## src/rtl/mul_err_sweep.sv

```systemverilog
// ---------------------------------------------------------------------------
// mul_err_sweep
//
// Accuracy characterization engine for a combinational multiplier. It drives
// every operand pair (A outer, B inner) into the multiplier, one per cycle,
// and compares the returned product against the exact A*B. It accumulates:
//   - the number of mismatching pairs
//   - the maximum error distance
//   - the sum of error distances
//   - the operands of the first mismatching pair
//
// Ports
//   clk, rst            clock, synchronous active-high reset
//   start               one-cycle pulse; starts a sweep from IDLE or DONE
//   busy / done         sweep in progress / statistics valid (level)
//   mul_in1, mul_in2    registered operands presented to the multiplier
//   mul_out,
//   mul_overflow        multiplier result, low bits and MSB
//   err_count           pairs with approx != exact
//   max_ed, sum_ed      max and sum of |approx - exact|
//   first_err_valid,
//   first_err_a/_b      first mismatching pair in sweep order
// ---------------------------------------------------------------------------
module mul_err_sweep #(
    parameter int WIDTH = 8
) (
    input  logic                 clk,
    input  logic                 rst,
    input  logic                 start,
    output logic                 busy,
    output logic                 done,
    output logic [WIDTH-1:0]     mul_in1,
    output logic [WIDTH-1:0]     mul_in2,
    input  logic [2*WIDTH-2:0]   mul_out,
    input  logic                 mul_overflow,
    output logic [2*WIDTH:0]     err_count,
    output logic [2*WIDTH-1:0]   max_ed,
    output logic [4*WIDTH-1:0]   sum_ed,
    output logic                 first_err_valid,
    output logic [WIDTH-1:0]     first_err_a,
    output logic [WIDTH-1:0]     first_err_b
);

    localparam int PW = 2 * WIDTH;

    typedef enum logic [1:0] {
        S_IDLE  = 2'd0,
        S_SWEEP = 2'd1,
        S_DONE  = 2'd2
    } state_t;

    state_t state_q, state_d;

    // One combined counter: upper half is A, lower half is B, so a single
    // increment gives "B++, A++ on B wrap" for free.
    logic [PW-1:0]      vec_q, vec_d;
    logic [PW:0]        err_cnt_q, err_cnt_d;
    logic [PW-1:0]      max_ed_q, max_ed_d;
    logic [2*PW-1:0]    sum_ed_q, sum_ed_d;
    logic               fe_vld_q, fe_vld_d;
    logic [WIDTH-1:0]   fe_a_q, fe_a_d;
    logic [WIDTH-1:0]   fe_b_q, fe_b_d;

    logic [WIDTH-1:0]   op_a, op_b;
    logic [PW-1:0]      approx, exact, ed;
    logic               last_vec;
    logic               launch;

    assign op_a     = vec_q[PW-1:WIDTH];
    assign op_b     = vec_q[WIDTH-1:0];
    assign last_vec = &vec_q;
    assign launch   = start && (state_q != S_SWEEP);

    // Error distance for the vector currently on the multiplier inputs.
    assign approx = {mul_overflow, mul_out};
    assign exact  = PW'(op_a) * PW'(op_b);
    assign ed     = (approx >= exact) ? (approx - exact) : (exact - approx);

    // ---------------- FSM: state register ----------------
    always_ff @(posedge clk) begin
        if (rst) state_q <= S_IDLE;
        else     state_q <= state_d;
    end

    // ---------------- FSM: next state ----------------
    always_comb begin
        state_d = state_q;
        case (state_q)
            S_IDLE:  if (start) state_d = S_SWEEP;
            S_SWEEP: if (last_vec) state_d = S_DONE;
            S_DONE:  if (start) state_d = S_SWEEP;
            default: state_d = S_IDLE;
        endcase
    end

    // ---------------- FSM: outputs ----------------
    always_comb begin
        busy = 1'b0;
        done = 1'b0;
        case (state_q)
            S_SWEEP: busy = 1'b1;
            S_DONE:  done = 1'b1;
            default: ;
        endcase
    end

    // ---------------- Datapath next state ----------------
    always_comb begin
        vec_d     = vec_q;
        err_cnt_d = err_cnt_q;
        max_ed_d  = max_ed_q;
        sum_ed_d  = sum_ed_q;
        fe_vld_d  = fe_vld_q;
        fe_a_d    = fe_a_q;
        fe_b_d    = fe_b_q;

        if (launch) begin
            // Fresh sweep: previous statistics are discarded on this edge.
            vec_d     = '0;
            err_cnt_d = '0;
            max_ed_d  = '0;
            sum_ed_d  = '0;
            fe_vld_d  = 1'b0;
            fe_a_d    = '0;
            fe_b_d    = '0;
        end else if (state_q == S_SWEEP) begin
            if (ed != '0) begin
                err_cnt_d = err_cnt_q + 1'b1;
                sum_ed_d  = sum_ed_q + (2*PW)'(ed);
                if (ed > max_ed_q) max_ed_d = ed;
                if (!fe_vld_q) begin
                    fe_vld_d = 1'b1;
                    fe_a_d   = op_a;
                    fe_b_d   = op_b;
                end
            end
            // Counter wraps to zero after the last vector, which also
            // parks the operand outputs at 0 for DONE.
            vec_d = vec_q + 1'b1;
        end
    end

    // ---------------- Datapath registers ----------------
    always_ff @(posedge clk) begin
        if (rst) begin
            vec_q     <= '0;
            err_cnt_q <= '0;
            max_ed_q  <= '0;
            sum_ed_q  <= '0;
            fe_vld_q  <= 1'b0;
            fe_a_q    <= '0;
            fe_b_q    <= '0;
        end else begin
            vec_q     <= vec_d;
            err_cnt_q <= err_cnt_d;
            max_ed_q  <= max_ed_d;
            sum_ed_q  <= sum_ed_d;
            fe_vld_q  <= fe_vld_d;
            fe_a_q    <= fe_a_d;
            fe_b_q    <= fe_b_d;
        end
    end

    // The counter is zero outside SWEEP, so operands need no extra gating.
    assign mul_in1         = op_a;
    assign mul_in2         = op_b;
    assign err_count       = err_cnt_q;
    assign max_ed          = max_ed_q;
    assign sum_ed          = sum_ed_q;
    assign first_err_valid = fe_vld_q;
    assign first_err_a     = fe_a_q;
    assign first_err_b     = fe_b_q;

endmodule

```

## config.mk

```make
export PLATFORM = sky130hd
export DESIGN_NAME = mul_err_sweep
export DESIGN_NICKNAME = d
export VERILOG_FILES = /design/src/rtl/mul_err_sweep.sv
export SDC_FILE = /design/constraint.sdc
export NUM_CORES = 1
export LEC_CHECK = 0
export BUFFER_PORTS_ARGS = -buffer_cell sky130_fd_sc_hd__buf_4
export CAP_MARGIN = 20
export CORE_MARGIN = 10
export CORE_UTILIZATION = 40
export DETAILED_ROUTE_END_ITERATION = 8
export HOLD_SLACK_MARGIN = 0.12
export PLACE_DENSITY = 0.69
export SLEW_MARGIN = 10
export SYNTH_ARGS = -nofsm -noshare
export SYNTH_HDL_FRONTEND = slang
export SYNTH_SLANG_ARGS = --single-unit
```

## constraint.sdc

```tcl
create_clock -name clk -period 22.2 [get_ports clk]
set_input_delay 4.44 -clock clk [delete_from_list [all_inputs] [get_ports clk]]
set_output_delay 4.44 -clock clk [all_outputs]
set_load 0.005 [all_outputs]
```

==> flow_metrics.env, run 1 <==
export IMPL_grt_pass1_wl_um=42800
export IMPL_crit_path_start_kind="flop"
export IMPL_p_leak_nw=4.62
export IMPL_cp_common_cell="fa_1"
export IMPL_clkPwrFrac_pct=34.6
export IMPL_gp_congestion=0.887
export IMPL_die_y_um=173
export IMPL_clock_latency_ns=0.36
export IMPL_synth_edf_count=0
export IMPL_setup_violations=0
export IMPL_fin_area_mm2=0.0106
export IMPL_htreeDepth=3
export IMPL_fp_row_count=55
export IMPL_route_detailed_drc=0
export IMPL_final_hold_violation_count=0
export IMPL_period_needed_ns=9.63
export IMPL_worst_slew_pin_slew_ns=0.974
export IMPL_numClockSinks=100
export IMPL_place_area_mm2=0.0103
export IMPL_met1_length_um=11800
export IMPL_drv_cap=0
export IMPL_wire_per_inst_um=16.6
export IMPL_syn2layout_area_growth_pct=14.5
export IMPL_core_area_mm2=0.0228
export IMPL_synth_top_cells_by_area="dfxtp_1 (22%), ha_1 (14%), fa_1 (8.4%)"
export IMPL_clockRootBuffer="clkbuf_16"
export IMPL_num_antenna_cells=0
export IMPL_yosysUniqueCellTypes=72
export IMPL_vias_per_cell=5.55
export IMPL_synth_seq_cells=100
export IMPL_rsz0062_at_grt="false"
export IMPL_post_cts_buffers=0
export IMPL_arrival_ns=9.89
export IMPL_top_layer_used="met4"
export IMPL_tritoncts="done"
export IMPL_min_period_over_period_pct=43.4
export IMPL_pwr_share_seq_pct=41.3
export IMPL_synth_top_area_cell="dfxtp_1"
export IMPL_ant_nets=0
export IMPL_p_sw_uw=142
export IMPL_grtUsageTotal_pct=17.0
export IMPL_fmax_mhz=104
export IMPL_ios=119
export IMPL_met2_length_um=12600
export IMPL_cp_end_kind="flop"
export IMPL_wl_um=26000
export IMPL_hpwl_um=19900
export IMPL_async_flop_share_pct=0
export IMPL_swShare_pct=30.9
export IMPL_yosysWarnings=0
export IMPL_max_slew_margin_rel_pct=35.1
export IMPL_syn_area_mm2=0.00930
export IMPL_via_count=8658
export IMPL_synthCells=1173
export IMPL_min_path_type="reg2reg"
export IMPL_intPower_uw=317
export IMPL_start_util_pct=40.8
export IMPL_crit_required_ns=22.46
export IMPL_gr_total_overflow=0
export IMPL_grt_max_degree=107
export IMPL_max_stage_delay_ns=0.61
export IMPL_die_w_um=173
export IMPL_clkTransAtPathRegs_ns=0.07
export IMPL_critPathKind="reg2reg"
export IMPL_setup_tns_ns=0
export IMPL_wl_met3_um=1180
export IMPL_layout_drive_gt1_share_pct=13.6
export IMPL_cts_buffers=9
export IMPL_path_max_fanout=14
export IMPL_antenna_found_initial=0
export IMPL_avgSynthCellArea_um2=7.93
export IMPL_first_global_vias=8190
export IMPL_reg2reg_slack_ns=12.57
export IMPL_first_iter_violations=641
export IMPL_die_area_mm2=0.0298
export IMPL_slew_violations=0
export IMPL_synth_ff_type="dfxtp_1"
export IMPL_cts_repair_resized=0
export IMPL_power_density_mw_per_mm2=43.1
export IMPL_cts_buffer_depth=2
export IMPL_synth_top_area_share_pct=21.5
export IMPL_dr_pass1_iters=6
export IMPL_fin_skew_ns=0.0116
export IMPL_post_cts_hold_buffer_count=0
export IMPL_status="completed"
export IMPL_p_comb_share_pct=24.1
export IMPL_numPortBuffers=118
export IMPL_fin_nets=1402
export IMPL_cp_slowest_cell="dfxtp_1"
export IMPL_irDropWorstVdd_mv=0.0400
export IMPL_yosysSeqAreaShare_pct=21.5
export IMPL_syn_nets=1333
[power by group through the flow]
stage          clock, mW  sequential [mW]  combinational (mW)
3_5_place_dp           0            0.194               0.109
5_1_grt            0.169            0.190               0.124
4_1_cts            0.162            0.190               0.110
3_3_place_gp           0            0.194               0.108
6_report           0.159            0.190               0.111
2_1_floorplan          0            0.192              0.0761
[state kept, by name (all words and copies together), names as in the netlist]
signal / count
sum_ed: 32
max_ed: 16
vec_q: 16
first_err_a: 8
err_count: 17
first_err_valid: 1
first_err_b: 8
state_q: 2
[cell usage after synthesis, drive strengths merged (16+ instances only)]
library cell	n
a21oi	116
nor3	23
xnor2	28
and2	59
fa	39
dfxtp	100
nand3	55
xor2	16
nand2	75
nand4	25
clkbuf	47
nor2	44
o21ai	73
inv	129
or3	19
ha	102
buf	24
[per-layer routing]
metal,track usage [%],up-vias
li1,-,4248
met1,21.8,4192
met2,28.5,192
met3,3.24,26
met4,4.10,0
met5,0,-
[placed cells by master, fill, tap and decap left out, types with 28 or more instances in the layout]
cell type	count
inv_1	129
buf_4	128
a21oi_1	114
ha_1	102
dfxtp_1	100
nand2_1	74
o21ai_0	67
and2_1	58
nand3_1	54
nor2_1	43
fa_1	39
xnor2_1	28
[area by class of cell]
cell class              instances  area, µm²
well taps                     313        392
clock inverters                 6       63.8
multi-input cells             873       6500
repair buffers                129        976
clock buffers                  10        229
flip-flops and latches        100       2000
fillers                      2240      12100
inverters                     129        484
[critical path, delay by kind of cell, from the launching register on]
| kind | cells | cell delay, ns |
|---|---|---|
| DFF | 1 | 0.61 |
| and+or+nand+nor | 9 | 2.28 |
| xor gates and xnor gates | 2 | 0.60 |
| adders and majority gates | 7 | 3.14 |
| AOI/OAI and AO/OA | 12 | 2.61 |
| muxes | 1 | 0.12 |
| buffers and inverters | 3 | 0.15 |
[final timing paths]
path	startpoint	endpoint	cells after the start
worst max-delay path	vec_q[6]	sum_ed[25]	34
worst min register to register	first_err_a[1]	first_err_a[1]	2
worst min-delay path	first_err_a[1]	first_err_a[1]	2
worst max register to register	vec_q[6]	sum_ed[25]	34
[kinds of logic after synthesis]
kind of cell	count (synthesis)	share of synthesized area (%)
compound gates	305	20.6
mux	11	1.20
fa+ha+maj	141	22.1
buf+inv	200	8.65
simple gates	372	21.8
xor+xnor	44	4.14
flops	100	21.5
[through the flow]
stage	setup slack, ns	total power [mW]	hold WS [ns]	instances	utilization (%)
floorplan	13.37	0.268	0.459	1173	-
global placement	12.76	0.301	0.469	1542	45.4
detailed placement	12.56	0.303	0.471	1542	45.4
CTS	12.57	0.461	0.487	1558	46.6
global route	11.80	0.483	0.506	1560	46.7
finish	12.57	0.459	0.485	1560	46.7
No activity file was read; power rests on OpenSTA's default activity.
==> inputs of run 2 (changes only) <==
==> constraint.sdc (replaced) <==
create_clock -name clk -period 9.6 [get_ports clk]
set_input_delay 1.92 -clock clk [delete_from_list [all_inputs] [get_ports clk]]
set_output_delay 1.92 -clock clk [all_outputs]
set_load 0.005 [all_outputs]
==> flow_metrics.env, run 2 (synthesis gave the netlist of run 1 again) <==
export IMPL_vias_per_cell=5.50
export IMPL_dr_pass1_iters=5
export IMPL_fmax_mhz=111
export IMPL_wire_per_inst_um=16.5
export IMPL_crit_path_start_kind="flop"
export IMPL_grtUsageTotal_pct=16.7
export IMPL_antenna_found_initial=0
export IMPL_layout_commonest_cell="buf_4"
export IMPL_power_density_mw_per_mm2=101
export IMPL_instances_no_fill=1574
export IMPL_gr_total_overflow=0
export IMPL_syn2layout_area_growth_pct=16.1
export IMPL_cts_buffer_depth=2
export IMPL_fin_area_mm2=0.0108
export IMPL_ios=119
export IMPL_first_iter_violations=696
export IMPL_route_detailed_drc=0
export IMPL_numPortBuffers=118
export IMPL_period_needed_ns=9.01
export IMPL_cp_slowest_cell="fa_1"
export IMPL_status="completed"
export IMPL_dp_slack_ns=0.241
export IMPL_cp_end_kind="flop"
export IMPL_fin_skew_ns=0.0106
export IMPL_cts_buffers=9
export IMPL_first_global_vias=8160
export IMPL_dp_cells=1557
export IMPL_fin_ws_ns=0.594
export IMPL_grt_max_degree=86
export IMPL_mostFrequentLayoutCells="buf_4 (141), inv_1 (129), a21oi_1 (114)"
export IMPL_final_hold_violation_count=0
export IMPL_p_leak_nw=4.71
export IMPL_path_buf_inv=2
export IMPL_htreeDepth=3
export IMPL_die_w_um=173
export IMPL_min_period_over_period_pct=93.8
export IMPL_cp_common_cell="a21oi_1"
export IMPL_path_max_fanout=11
export IMPL_fin_nets=1416
export IMPL_crit_required_ns=9.88
export IMPL_critPathKind="reg2reg"
export IMPL_die_y_um=173
export IMPL_drv_cap=0
export IMPL_place_area_mm2=0.0105
export IMPL_slew_violations=0
export IMPL_clock_latency_ns=0.36
export IMPL_arrival_ns=9.29
export IMPL_gp_congestion=0.936
export IMPL_max_stage_delay_ns=0.54
export IMPL_cp_top_family="compound AO/OA/AOI/OAI gates"
export IMPL_ant_nets=0
export IMPL_irDropWorstVdd_mv=0.111
export IMPL_holdWs_ns=0.477
export IMPL_hpwl_um=20200
export IMPL_via_count=8651
export IMPL_tritoncts="done"
export IMPL_setup_tns_ns=0
export IMPL_post_cts_buffers=0
export IMPL_setup_violations=0
export IMPL_max_slew_margin_rel_pct=46.5
export IMPL_layout_drive_gt1_share_pct=15.2
export IMPL_grt_pass1_wl_um=42200
export IMPL_min_path_type="reg2reg"
export IMPL_p_total_mw=1.09
export IMPL_start_util_pct=40.8
export IMPL_num_antenna_cells=0
export IMPL_largest_reg_flops=32
export IMPL_die_area_mm2=0.0298
export IMPL_core_area_mm2=0.0228
export IMPL_worst_slew_pin_slew_ns=0.796
export IMPL_numClockSinks=100
export IMPL_fin_util_pct=47.4
export IMPL_fp_row_count=55
export IMPL_clockRootBuffer="clkbuf_16"
export IMPL_wl_um=26000
export IMPL_clkTransAtPathRegs_ns=0.07
==> run 2: changes by cell type in the layout (fill, tap and decap cells not counted), sizes merged <==
cell,before,now
buf,129,143
clkinv,2,0
clkinvlp,2,1
inv,130,133
==> run 2: worst min-delay path, stage by stage (launching register included) <==
cell	delay, ns
dfxtp_1	0.31
o21ai_0	0.06
a21oi_1	0.06
==> run 2: final timing paths <==
kind	cells past startpoint	from	slack, ns	to
worst max register to register	35	vec_q[4]	0.59	sum_ed[19]
worst min register to register	2	first_err_a[7]	0.48	first_err_a[7]
worst max-delay path	35	vec_q[4]	0.59	sum_ed[19]
worst min-delay path	2	first_err_a[7]	0.48	first_err_a[7]
==> run 2: cell type report <==
cell class / instances / area [µm²]
Fill cell: 2246 / 12000
Clock inverter: 6 / 77.6
Tap cell: 313 / 392
Multi-Input combinational cell: 873 / 6510
Inverter: 129 / 484
Sequential cell: 100 / 2010
Clock buffer: 10 / 239
Timing Repair Buffer: 143 / 1090
==> run 2: power by group <==
group	switching [mW]	total (mW)	internal, mW	leakage, nW
clock network	0.177	0.392	0.215	0.154
registers	0.0125	0.438	0.426	0.811
logic	0.152	0.260	0.108	3.74
total	0.342	1.09	0.749	4.71
==> run 2: timing repair <==
action	CTS	global route
hold buffers	0	0
gates resized for setup	0	9
setup endpoints to repair	0	13
==> run 2: layer usage <==
metal	track usage [%]	up-vias	part of all wire, %
li1	-	4284	-
met1	21.4	4061	45
met2	27.9	275	48
met3	3.48	31	5.9
met4	4.24	0	1.8
met5	0	-	0
